## src/rtl/domain_pkg.sv

```systemverilog
// Shared domain definitions for the domain-tagged register bank read path.
// A flow from src to dst is permitted when src is no more secret than dst.
package domain_pkg;

    localparam int NUM_DOM = 2;

    typedef logic dom_t;

    localparam dom_t DOM_L = 1'b0;
    localparam dom_t DOM_H = 1'b1;

    function automatic logic dom_flows(input dom_t src, input dom_t dst);
        return src <= dst;
    endfunction

endpackage

```

## src/rtl/dom_req_slot.sv

```systemverilog
// Single-entry request buffer for one domain: holds the captured read
// address until the schedule serves it.
module dom_req_slot #(
    parameter int AW = 2
) (
    input  logic          clk,
    input  logic          rst,
    input  logic          req_valid_i,
    input  logic [AW-1:0] req_addr_i,
    input  logic          serve_i,
    output logic          req_ready_o,
    output logic          full_o,
    output logic [AW-1:0] addr_o
);

    logic          full_q, full_d;
    logic [AW-1:0] addr_q, addr_d;

    // serve_i implies full, and a handshake implies empty, so they never collide.
    always_comb begin
        full_d = full_q;
        addr_d = addr_q;
        if (serve_i) begin
            full_d = 1'b0;
        end else if (req_valid_i && !full_q) begin
            full_d = 1'b1;
            addr_d = req_addr_i;
        end
    end

    always_ff @(posedge clk) begin
        if (rst) begin
            full_q <= 1'b0;
            addr_q <= '0;
        end else begin
            full_q <= full_d;
            addr_q <= addr_d;
        end
    end

    assign req_ready_o = !full_q;
    assign full_o      = full_q;
    assign addr_o      = addr_q;

endmodule

```

## src/rtl/domain_read_port.sv

```systemverilog
// TDM read port over a domain-tagged bank: each domain is served only at the
// start of its own fixed slot, so domain-1 activity cannot shift domain-0 timing.
module domain_read_port
    import domain_pkg::*;
#(
    parameter int  WIDTH    = 3,
    parameter int  DEPTH    = 4,
    parameter int  SLOT_LEN = 2,
    localparam int AW       = $clog2(DEPTH)
) (
    input  logic                            clk,
    input  logic                            rst,
    input  logic                            wr_en,
    input  logic [AW-1:0]                   wr_addr,
    input  logic [WIDTH-1:0]                wr_data,
    input  dom_t                            wr_dom,
    input  logic [NUM_DOM-1:0]              req_valid,
    input  logic [NUM_DOM-1:0][AW-1:0]      req_addr,
    output logic [NUM_DOM-1:0]              req_ready,
    output logic [NUM_DOM-1:0]              resp_valid,
    output logic [NUM_DOM-1:0][WIDTH-1:0]   resp_data,
    output logic [NUM_DOM-1:0]              resp_err
);

    localparam int CW = $clog2(SLOT_LEN);

    if (SLOT_LEN < 2) begin : g_bad_slot_len
        $error("domain_read_port: SLOT_LEN must be at least 2");
    end
    if ((1 << AW) != DEPTH) begin : g_bad_depth
        $error("domain_read_port: DEPTH must be a power of 2");
    end

    logic [CW-1:0]                 slot_cnt_q, slot_cnt_d;
    dom_t                          slot_owner_q, slot_owner_d;

    logic [WIDTH-1:0]              bank_data_q [DEPTH];
    dom_t                          bank_tag_q  [DEPTH];

    logic [NUM_DOM-1:0]            full;
    logic [NUM_DOM-1:0]            serve;
    logic [NUM_DOM-1:0]            rd_ok;
    logic [NUM_DOM-1:0][AW-1:0]    slot_addr;
    logic [NUM_DOM-1:0][WIDTH-1:0] rd_data;

    logic [NUM_DOM-1:0]            resp_valid_q, resp_valid_d;
    logic [NUM_DOM-1:0]            resp_err_q, resp_err_d;
    logic [NUM_DOM-1:0][WIDTH-1:0] resp_data_q, resp_data_d;

    // Free-running schedule; nothing but reset may ever influence it.
    always_comb begin
        slot_cnt_d   = slot_cnt_q + CW'(1);
        slot_owner_d = slot_owner_q;
        if (slot_cnt_q == CW'(SLOT_LEN - 1)) begin
            slot_cnt_d   = '0;
            slot_owner_d = ~slot_owner_q;
        end
    end

    always_ff @(posedge clk) begin
        if (rst) begin
            slot_cnt_q   <= '0;
            slot_owner_q <= DOM_L;
        end else begin
            slot_cnt_q   <= slot_cnt_d;
            slot_owner_q <= slot_owner_d;
        end
    end

    // Reads in the write cycle see the pre-write entry.
    always_ff @(posedge clk) begin
        if (rst) begin
            for (int i = 0; i < DEPTH; i++) begin
                bank_data_q[i] <= '0;
                bank_tag_q[i]  <= DOM_L;
            end
        end else if (wr_en) begin
            bank_data_q[wr_addr] <= wr_data;
            bank_tag_q[wr_addr]  <= wr_dom;
        end
    end

    for (genvar d = 0; d < NUM_DOM; d++) begin : g_dom
        dom_req_slot #(
            .AW (AW)
        ) u_slot (
            .clk         (clk),
            .rst         (rst),
            .req_valid_i (req_valid[d]),
            .req_addr_i  (req_addr[d]),
            .serve_i     (serve[d]),
            .req_ready_o (req_ready[d]),
            .full_o      (full[d]),
            .addr_o      (slot_addr[d])
        );

        assign serve[d]   = full[d] && (slot_owner_q == dom_t'(d)) && (slot_cnt_q == '0);
        assign rd_data[d] = bank_data_q[slot_addr[d]];
        assign rd_ok[d]   = dom_flows(bank_tag_q[slot_addr[d]], dom_t'(d));
    end

    always_comb begin
        resp_valid_d = serve;
        resp_data_d  = resp_data_q;
        resp_err_d   = resp_err_q;
        for (int d = 0; d < NUM_DOM; d++) begin
            if (serve[d]) begin
                resp_data_d[d] = rd_ok[d] ? rd_data[d] : '0;
                resp_err_d[d]  = ~rd_ok[d];
            end
        end
    end

    always_ff @(posedge clk) begin
        if (rst) begin
            resp_valid_q <= '0;
            resp_data_q  <= '0;
            resp_err_q   <= '0;
        end else begin
            resp_valid_q <= resp_valid_d;
            resp_data_q  <= resp_data_d;
            resp_err_q   <= resp_err_d;
        end
    end

    assign resp_valid = resp_valid_q;
    assign resp_data  = resp_data_q;
    assign resp_err   = resp_err_q;

endmodule

```

## config.mk

```make
export PLATFORM = sky130hd
export DESIGN_NAME = domain_read_port
export DESIGN_NICKNAME = d
export VERILOG_FILES = /design/src/rtl/domain_pkg.sv /design/src/rtl/dom_req_slot.sv /design/src/rtl/domain_read_port.sv
export SDC_FILE = /design/constraint.sdc
export NUM_CORES = 1
export LEC_CHECK = 0
export BUFFER_PORTS_ARGS = -buffer_cell sky130_fd_sc_hd__buf_4
export CORE_MARGIN = 2
export CORE_UTILIZATION = 58
export DETAILED_ROUTE_END_ITERATION = 10
export GPL_TIMING_DRIVEN = 0
export PLACE_DENSITY_LB_ADDON = 0.08
export RECOVER_POWER = 50
export SYNTH_ARGS = -nofsm -noshare
export SYNTH_HDL_FRONTEND = slang
export SYNTH_SLANG_ARGS = --single-unit
```

## constraint.sdc

```tcl
create_clock -name clk -period 2.85 [get_ports clk]
set_clock_uncertainty 0.1 [all_clocks]
set_input_delay 0.4275 -clock clk [delete_from_list [all_inputs] [get_ports clk]]
set_output_delay 0.4275 -clock clk [all_outputs]
set_load 0.05 [all_outputs]
```

After elaboration in Yosys (flattened, before gate mapping)
Memory sizes are Yosys's and may differ from the RTL's. A register that Yosys moved wholly into a read port is not among the register bits.
Cells that the tools add are included.
{ "totals": {"wordCells": 54, "output_inout_bits": 12, "n_memories": 2, "latchBits": 0, "inputBits": 15, "register_bits": 15, "romBits": 0, "mem_bits_rw": 16} }
{ "op_classes": {"n_mux": 18, "shift": 0, "n_reduce_logical": 15, "bitwise": 6, "n_mul": 0, "div_mod_pow": 0, "n_eq_ne": 0, "order_cmp": 2, "n_addsub": 1} }
{ "mem_list": {"columns": ["memory", "depth", "width", "rd", "rd_clocked_by_memory_dff", "write_ports", "line_no", "text"], "rows": [
  ["bank_data_q", 4, 3, 2, 2, 4, "domain_read_port.sv:37", "logic [WIDTH-1:0] bank_data_q [DEPTH];"],
  ["bank_tag_q", 4, 1, 2, 2, 4, "domain_read_port.sv:38", "dom_t bank_tag_q [DEPTH];"]
]} }
{ "ops": {"columns": ["op", "n"], "rows": [
  ["two-way mux 2 bit", 8],
  ["two-way mux 1 bit", 8],
  ["logical AND 1 bit", 6],
  ["two-way mux 3 bit", 2],
  ["NOT 1 bit", 6],
  ["OR reduction 2 bit", 3],
  ["AND reduction 2 bit", 2],
  ["OR reduction 3 bit", 1],
  ["<= comparator 1 bit (second input constant)", 2],
  ["zero test 1 bit", 2],
  ["adder 1 bit (second input constant)", 1],
  ["OR reduction 1 bit", 1]
]} }

Depth between registers and ports, before layout
{ "depth": {"word_depth": 7, "mapped_depth": 4, "depth_no_buf": 3} }

Cells and area by module
From an unflattened synthesis, not the netlist that was laid out.
{ "hier_totals": {"hier_cells": 115, "area_unflattened_um2": 1483.9} }
{ "by_module_without_submodules": {"columns": ["module", "instances", "area_each_um2", "cells_per_inst", "seq_area_each_um2"], "rows": [
  ["domain_read_port", 1, 1211.2, 89, 700.7],
  ["dom_req_slot", 2, 136.4, 13, 60.1]
]} }

Worst setup path after synthesis
No wires, ideal clock.
{ "synth_timing": {"path_type": "in2reg", "start": "input port rst", "end": "memory bank_data_q[1][0], enable pin", "n_path_buf": 1, "slack_ns": 1.271, "arrival_ns": 1.181, "cell_stages": 4, "required_ns": 2.453, "setup_time_ns": 0.297, "cell_sequence": "clkbuf_8 -> nand2b_4 -> nor3b_1 -> or2_2"} }
{ "synth_rtl": {"columns": ["element", "line_no", "text"], "rows": [
  ["start: declaration", "domain_read_port.sv:12", "input logic rst,"],
  ["end: declaration", "domain_read_port.sv:37", null]
]} }

Final worst setup path
{ "layout_timing": {"start": "register g_dom[0].u_slot.full_q", "end": "output port req_ready[0]"} }
{ "layout_via": {"elab_chain_cells": 1} }
{ "layout_rtl": {"columns": ["element", "line_no", "text"], "rows": [
  ["start: declaration", "dom_req_slot.sv:16", "logic full_q, full_d;"],
  ["start signal: assignment", "dom_req_slot.sv:36", "full_q <= full_d;"],
  ["zero test 1 bit", "dom_req_slot.sv:41", "assign req_ready_o = !full_q;"],
  ["end: declaration", "domain_read_port.sv:19", "output logic [NUM_DOM-1:0] req_ready,"]
]} }
No other way between the ends.

==> impl_metrics.csv <==
group,metric,value,unit
status,outcome,"complete, no violations",
routing,wl,2.623,mm
synth,syn_nets,133,
power_and_ir_drop,power_frac_comb,12.9,%
power_and_ir_drop,pwr-share-seq,54.7,%
setup_path,endpoint_kind,"output port",
clock_network,h-tree-depth,2,
grt,grt_pass1_wl,3.822,mm
grt,met1_usage,20.77,%
setup_path,critPathLaunchType,"flop",
power_and_ir_drop,p_int,0.0008040,W
synth,synth.avg_cell_area,12.80,um2
hold_path,holdPathStages,2,
setup_path,reg2reg_to,"resp_data[4]",
power_and_ir_drop,power_density,605.1,nW/um2
run,drv_cap,0,
routing,wire_per_inst,14.57,um
setup_path,crit_top_cell,"buf_4",
power_and_ir_drop,irDropWorstVdd,0.4958,mV
final_layout,fill_cells,184,
routing,drt_iter0_drc,12,
hold_path,hold_class,"in2reg",
power_and_ir_drop,pwr-share-clk,32.4,%
clock_network,postCtsHoldBufs,0,
grt,grt.met3_usage,6.989,%
clock_network,clk_pin_slew_worst_paths,0.10,ns
synth,synth_cells,118,
power_and_ir_drop,p_sw,0.0002658,W
sta,slew_headroom,56.91,%
setup_path,cpMaxStageDelayCell,"dfxtp_1",
floorplan,initial_core_util,60.96,%
clock_network,cts_setup_buffers,0,
sta,post-route-min-period,1.618,ns
setup_path,crit_family,"buffers and inverters",
grt,antenna_found_initial,0,
grt,grt_usage,19.39,%
floorplan,die_w,55.03,um
synth,yosys.area_share.simple,19.88,%
grt,gr-usage-met2,32.54,%
setup_path,cp.arrival,1.09,ns
setup_path,cp_num_buf_inv,3,
routing,routed_via_density,5.400,
hold_path,hold_end,"g_dom[0].u_slot.full_o",
synth,ys_ff_latch,35,
hold_path,hold_path_startpoint,"req_valid[0]",
final_layout,layout_commonest_cell,"buf_4",
final_layout,area_growth,17.07,%
clock_network,clock_insertion_delay_worst_skew,0.35,ns
synth,syn_area,1510,um2
synth,synthMuxAreaShare,10.60,%
placed_design,post-dp-hpwl,2.011,mm
clock_network,cts_tree,"built",
synth,ys_seq_area_share,57.00,%
final_layout,nets,164,
sta,hold_viol_final,0,
sta,tns,0,ns
synth,yosysUniqueCellTypes,29,
floorplan,die-height,55.03,um
clock_network,cts_resized,0,
final_layout,layout_common_cells,"buf_4 (26), dfxtp_1 (19), edfxtp_1 (16), nor2_1 (14), and2_0 (10)",
setup_path,r2r-start,"g_dom[1].u_slot.addr_o[0]",
clock_network,numCtsBuffers,5,
grt,grt_busiest_layer,"met2",
final_layout,antenna_cells,0,
power_and_ir_drop,power,0.001070,W
setup_path,path_cells,"inv_1 -> buf_4 -> buf_4",
synth,yosysWarnings,0,
placed_design,post-place-cells,172,
setup_path,ff2ff_path_depth,3,
final_layout,seq_area,860.8,um2
grt,grt_pass1_vias,878,
setup_path,required,2.32,ns
sta,finalCritPeriodShare,56.78,%
clock_network,cts_buffer_depth,2,
placed_design,port_buffers,24,
setup_path,r2r_setup_slack,1.43,ns
sta,setup_viol,0,
routing,vias,972,
clock_network,cts_root_buf,"clkbuf_4",
sta,drv_slew,0,
final_layout,multi_input_area,571.8,um2
placed_design,place_congestion,0.7277,
setup_path,critPathMaxStageDelay,0.37,ns
sta,holdWs,0.1719,ns
sta,worst_pin_slew,0.6404,ns
floorplan,io_pins,27,
synth,synth_compound_area_share,8.036,%
floorplan,coreArea,2477,um2
power_and_ir_drop,p_leak,0.7175,nW
routing,ant_nets,0,
sta,grt_setup_unrepaired,"no",
floorplan,die-area,3028,um2
synth,synth_top_family_by_area,"simple AND/OR/NAND/NOR gates",
routing,drc,0,
clock_network,cts.sinks,35,
synth,synthAdderAreaFrac,0,%
grt,grt_overflow,0,
final_layout,drive_gt1_share,28.00,%
sta,fmax,618.0,MHz
final_layout,stdcell_count,180,
floorplan,placementRows,18,
power_and_ir_drop,p_sw_share,24.85,%
setup_path,path_class,"reg2out",
synth,synthXorXnorAreaFrac,0.5800,%
routing,firstDrtPassIters,6,
grt,grt_max_degree,12,
setup_path,cp_max_fo,4,
-- flip-flops by register name, summed over array words and instances (netlist names), named ones only --
signal / count
g_dom.u_slot.full_o: 2
bank_tag_q: 4
resp_err: 1
resp_valid: 2
g_dom.u_slot.addr_o: 4
resp_data: 6
slot_cnt_q: 1
bank_data_q: 12
slot_owner_q: 1
-- final cells by class --
class                   instances  share of cell area [%]
clock buffers                   5                   2.123
multi-input cells              74                   32.34
well taps                      30                   2.123
repair buffers                 24                   9.979
flip-flops and latches         35                   48.69
plain buffers                   5                   1.699
clock inverters                 3                   2.194
inverters                       4                  0.8493
-- kinds of logic (layout without fill, tap and decap cells) --
group                  count (synthesis)  after routing
AND/OR/NAND/NOR                       48             48
AO/OA/AOI/OAI                         13             13
multiplexers                          11             11
buffers and inverters                  9             41
XOR/XNOR                               1              1
flip-flops                            35             35
other                                  1              1
-- cell usage after synthesis --
library cell  count  area [um2]
dfxtp_1          19       380.4
and2_1           16       100.1
edfxtp_1         16       480.5
nor2_1           14       52.55
mux2i_1           7       70.07
a221o_1           5       50.05
inv_1             4       15.01
mux4_2            4       90.09
a32o_1            3       30.03
buf_4             3       22.52
nor3b_1           3       22.52
nand2_1           2       7.510
nand2b_1          2       12.51
nor2b_1           2       12.51
nor2b_4           2       27.53
nor3_1            2       10.01
or2_2             2       12.51
a22o_1            1       8.760
a31o_2            1       8.760
clkbuf_1          1       3.750
clkbuf_8          1       13.76
conb_1            1       3.750
nand2b_4          1       13.76
nand3b_1          1       7.510
nor4_4            1       21.27
o21a_1            1       7.510
o21bai_1          1       7.510
o221ai_1          1       8.760
xnor2_1           1       8.760
-- worst reg2reg max path: stages, from the launching register on --
cell	delay, ns
dfxtp_1	0.47
mux4_2	0.54
mux2i_1	0.15
nor2_1	0.05
-- layer usage --
layer | vias up | share of wire [%]
li1 | 482 | -
met1 | 442 | 41
met2 | 39 | 49
met3 | 9 | 7.4
met4 | 0 | 2.7
met5 | - | 0
-- power by group through the flow --
stage | logic, W | registers [W] | clock network [W]
5_1_grt | 0.000149 | 0.000590 | 0.000369
3_3_place_gp | 0.000140 | 0.000596 | 0
6_report | 0.000138 | 0.000585 | 0.000346
4_1_cts | 0.000145 | 0.000586 | 0.000350
3_5_place_dp | 0.000144 | 0.000598 | 0
2_1_floorplan | 0.0000850 | 0.000607 | 0
-- how the worst max path moves through the flow --
stage / from / endpoint / depth (start not counted)
6_report: g_dom[0].u_slot.full_o / req_ready[0] / 3
5_1_grt: rst / bank_tag_q[1] / 4
4_1_cts: g_dom[0].u_slot.full_o / req_ready[0] / 3
3_5_place_dp: rst / bank_data_q[1][1] / 4
3_3_place_gp: rst / bank_data_q[1][1] / 4
2_1_floorplan: rst / bank_data_q[1][0] / 4
-- per-stage QoR --
stage          utilization, %  area [um2]  worst slack [ns]
3_3_place_gp            69.75        1728             1.053
3_5_place_dp            69.75        1728             1.026
6_report                71.36        1768             1.232
2_1_floorplan               -        1510             1.271
5_1_grt                 71.36        1768             1.112
4_1_cts                 72.83        1804             1.195
Note: power is estimated with default switching activity, not from simulation.
